[src/rtl/minterm_sweep_pkg.sv]
//------------------------------------------------------------------------------
// Module  : minterm_sweep_pkg
// Brief   : Shared state encodings and sizes for the minterm sweep checker.
// Revision: 1.0
//------------------------------------------------------------------------------
`default_nettype none

package minterm_sweep_pkg;
    localparam logic [1:0] S_IDLE = 2'd0;
    localparam logic [1:0] S_RUN  = 2'd1;
    localparam logic [1:0] S_DONE = 2'd2;

    localparam int N_MINTERMS = 16;
    localparam int M_W        = 4;
    localparam int LAT_W      = 3;
endpackage

`default_nettype wire

[src/rtl/sweep_slot_counter.sv]
//------------------------------------------------------------------------------
// Module  : sweep_slot_counter
// Brief   : Minterm index and per-slot latency counter; flags the capture cycle.
// Revision: 1.0
//------------------------------------------------------------------------------
`default_nettype none

module sweep_slot_counter
    import minterm_sweep_pkg::*;
#(
    parameter int DUT_LAT = 1
) (
    input  logic           clk,
    input  logic           reset,
    input  logic           clear,
    input  logic           run,
    output logic [M_W-1:0] m,
    output logic           capture,
    output logic           last
);

    localparam logic [LAT_W-1:0] LAT_V = LAT_W'(DUT_LAT);

    logic [LAT_W-1:0] wait_cnt_q, wait_cnt_d;
    logic [M_W-1:0]   m_q, m_d;

    assign capture = run && (wait_cnt_q == LAT_V);
    assign last    = (m_q == M_W'(N_MINTERMS - 1));
    assign m       = m_q;

    always_comb begin
        wait_cnt_d = wait_cnt_q;
        m_d        = m_q;
        if (clear) begin
            wait_cnt_d = '0;
            m_d        = '0;
        end else if (capture) begin
            wait_cnt_d = '0;
            // The last minterm is terminal: m parks at 15 instead of wrapping.
            if (!last) begin
                m_d = m_q + 1'b1;
            end
        end else if (run) begin
            wait_cnt_d = wait_cnt_q + 1'b1;
        end
    end

    always_ff @(posedge clk or posedge reset) begin
        if (reset) begin
            wait_cnt_q <= '0;
            m_q        <= '0;
        end else begin
            wait_cnt_q <= wait_cnt_d;
            m_q        <= m_d;
        end
    end

endmodule

`default_nettype wire

[config.mk]
export PLATFORM = sky130hd
export DESIGN_NAME = sweep_slot_counter
export DESIGN_NICKNAME = d
export VERILOG_FILES = /design/src/rtl/minterm_sweep_pkg.sv /design/src/rtl/sweep_slot_counter.sv
export SDC_FILE = /design/constraint.sdc
export NUM_CORES = 1
export LEC_CHECK = 0
export ABC_AREA = 1
export CAP_MARGIN = 10
export CORE_MARGIN = 4
export CORE_UTILIZATION = 25
export CTS_CLUSTER_DIAMETER = 200
export DETAILED_ROUTE_END_ITERATION = 10
export PLACE_DENSITY = 0.45
export REMOVE_ABC_BUFFERS = 1
export SLEW_MARGIN = 5
export SYNTH_ARGS = -nofsm -noshare
export SYNTH_HDL_FRONTEND = slang
export SYNTH_SLANG_ARGS = --single-unit
[constraint.sdc]
create_clock -name clk -period 2.6 [get_ports clk]
set_input_delay 0.52 -clock clk [delete_from_list [all_inputs] [get_ports clk]]
set_output_delay 0.52 -clock clk [all_outputs]
set_load 0.01 [all_outputs]
==> results.md, run 1 <==
- Total wire length after detailed routing: 791 µm
- Met1 usage: 12.9%
- Sw power: 0.0000907 W
- Synthesis-to-layout area growth: 34.4%
- CTS Hold Buffers Added: 0
- I/O pins: 10
- Number of fill cells: 167
- Final critical delay including setup and external delays: 2.27 ns
- Number of endpoints with negative hold slack in the final report: 0
- Flip-flop and latch area: 175 µm²
- Aggregate negative setup slack: 0 ns
- Core Region: 1510 µm²
- Final count of pins violating max slew: 0
- Terminus of the critical flop-to-flop path: m[1]
- Max-slew headroom at the worst pin: 80.7%
- Cell seen most often among critical-path stages: sky130_fd_sc_hd__clkdlybuf4s50_1
- First-pass detailed-route iteration total: 2
- Share of synthesized area occupied by flip-flops and latches: 44.2%
- Global route total overflow: 0
- Pwr Total: 0.000306 W
- DIE WIDTH: 47.8 µm
- Highest achievable clock rate: 440 MHz
- Area of the mapped netlist: 397 µm²
- Final RePlAce weighted congestion: 0.703
- Layout Skew: 0.00343 ns
- Data arrival time of the critical path: 1.75 ns
- Synthesized area divided by synthesized cell count: 8.09 µm²
- Master of the slowest instance on the critical path: sky130_fd_sc_hd__clkdlybuf4s50_1
- Total number of vias: 367
- Cell internal power dissipation: 0.000215 W
- Worst hold path type: in -> async
- Clock root buffer master: sky130_fd_sc_hd__clkbuf_4
- Total leakage power: 0.259 nW
- Count of antenna-violating nets left after detailed routing: 0
- Diode count: 0
- Routing usage on met3: 3.38%
- Tot GR Track Use: 9.52%
- # DRC: 0
- Proportion of power drawn by combinational gates: 22.3%
- CTS tree: done
- Half-perimeter wire length after placement: 634 µm
- Die outline area: 2290 µm²
- Total number of nets in the final design: 70
- Count of buffers added by post-CTS timing repair for setup: 0
- Vertical extent of the die: 47.8 µm
- Pin count of the biggest net entering global routing: 9
- Clock latency at the later pin of the worst-skew pair: 0.25 ns
- Number of levels the H-tree was split into: 1
- Site row count: 14
- Worst setup path category: in -> out
- Count of distinct cell types in the synthesized netlist: 14
- Multi-input combinational cell area: 195 µm²
- Startpoint class of the critical path: input pin
- Most common cell after layout, fill and taps aside: sky130_fd_sc_hd__nand2_1
- Unrepaired setup endpoints after global routing: false
- Cell depth of the worst flop-to-flop path: 7
- Share of the clock period used by the worst path after layout: 87.4%
- Via count of the first global-routing pass: 347
- Number of warnings reported in the yosys synthesis log: 0
- Required time at the endpoint of the critical path: 2.08 ns
- Reg-to-reg setup timing slack: 1.41 ns
- Kind of end point of the critical path: primary output
- Post-CTS resize count: 0
- Share of layout cells above drive strength 1: 11.3%
- Routing layer with the top usage in global route: met1
- Count of max-cap constraint violations: 0
- First-pass GRT wire length: 1440 µm
- Cells along the critical path: clkdlybuf4s50_1, nand2_1, nor2_1, clkdlybuf4s50_1
- Share of power burned in registers: 45.0%
- Number of DRC markers after the initial detailed-route iteration: 2
- CTS max path bufs: 2
- Max Fanout on Critical Path: 2
- Count of port buffers added during placement: 9
- Reg-to-reg startpoint: wait_cnt_q[1]
- Status: finished, final reports clean
- Mean routed wirelength per cell: 10.1 µm
- Worst slew pin tran: 0.289 ns
- Clock group share of total power: 32.7%
- Post-Synthesis Cells: 49
- Sw Share: 29.6%
- Inserted Clock Buffers: 3
- Power per standard cell area: 574 nW/µm²
- Worst-path clk slew: 0.06 ns
- Maximum single-stage delay on the critical path: 0.55 ns
- Register bit count reported by yosys: 7
- Number of antenna violations at the first check in global routing: 0
- # setup viols final: 0
- Ratio of routed vias to standard cells: 4.71
- Effective utilization at floorplan: 26.3%
- Met2 track demand over resource: 12.4%
- Number of clock sinks: 7
- Most frequent cells in the layout: 11 x sky130_fd_sc_hd__nand2_1, 9 x sky130_fd_sc_hd__clkdlybuf4s50_1, 7 x sky130_fd_sc_hd__dfrtp_1
- Final design utilization: 35.4%
- Worst voltage drop across the vdd grid: 0.000226 V
[power groups by stage]
| stage | Sequential (W) | Clock [W] | Combinational [W] |
|---|---|---|---|
| 5_1_grt | 0.000141 | 0.000110 | 0.0000782 |
| 6_report | 0.000138 | 0.000100 | 0.0000682 |
| 3_3_place_gp | 0.000140 | 0 | 0.0000695 |
| 4_1_cts | 0.000138 | 0.000106 | 0.0000703 |
| 3_5_place_dp | 0.000139 | 0 | 0.0000700 |
| 2_1_floorplan | 0.000140 | 0 | 0.0000350 |
[state kept, by name (all words and copies together) (netlist names)]
| register | count |
|---|---|
| m | 4 |
| wait_cnt_q | 3 |
[how the worst max path moves through the flow]
stage	startpoint	end	slack, ns	depth (start not counted)
global placement	run	capture	0.35	4
detailed placement	run	capture	0.33	4
floorplan	m[0]	last	1.25	3
finish	run	capture	0.33	4
CTS	run	capture	0.32	4
global route	run	capture	0.23	4
[stage by stage]
step	cell area, µm²	hold slack, ns	setup WS, ns	std cells
finish	533	0.502	0.328	78
global route	533	0.526	0.230	78
CTS	533	0.514	0.319	78
detailed placement	507	0.577	0.331	74
global placement	507	0.558	0.346	74
floorplan	397	0.323	1.25	49
[worst max-delay path, delay by kind of cell]
kind,cells,cell delay (ns)
buffers and inverters,2,1.02
and+or+nand+nor,2,0.21
[cell usage after synthesis, drive strengths merged]
cell type | count | area share (%)
dfrtp | 7 | 44
ha | 3 | 9.5
inv | 7 | 6.6
nand2 | 12 | 12
nand3 | 4 | 5.0
nand4 | 2 | 3.2
nor2 | 4 | 3.8
o21ai | 7 | 9.8
or2 | 1 | 1.6
xor2 | 2 | 4.4
[layout make-up]
type                       instances  share of cell area [%]
tap                               16                    3.76
multi-input combinational         35                    36.6
clock buffer                       4                    4.93
timing repair buffer               9                    16.9
sequential                         7                    32.9
inverter                           7                    4.93
[routing by layer]
layer | share of wire, % | vias to the layer above
met3 | 8.5 | 2
met2 | 43 | 10
met1 | 47 | 170
met5 | 0 | -
met4 | 0.76 | 0
li1 | - | 185
[logic make-up (layout without fill, tap and decap cells)]
logic type | after synthesis | after routing | share of synthesized area, %
compound gates | 7 | 7 | 9.78
simple gates | 23 | 23 | 25.6
xor+xnor | 2 | 2 | 4.42
flops | 7 | 7 | 44.2
fa+ha+maj | 3 | 3 | 9.46
buf+inv | 7 | 20 | 6.62
Power figures use the tool's default switching activity.
==> run 2, diff against run 1 <==
SLEW_MARGIN = unset   (was 5)
==> results of run 2 <==
No change in the layout: final DEF, timing and power equal those of run 1.
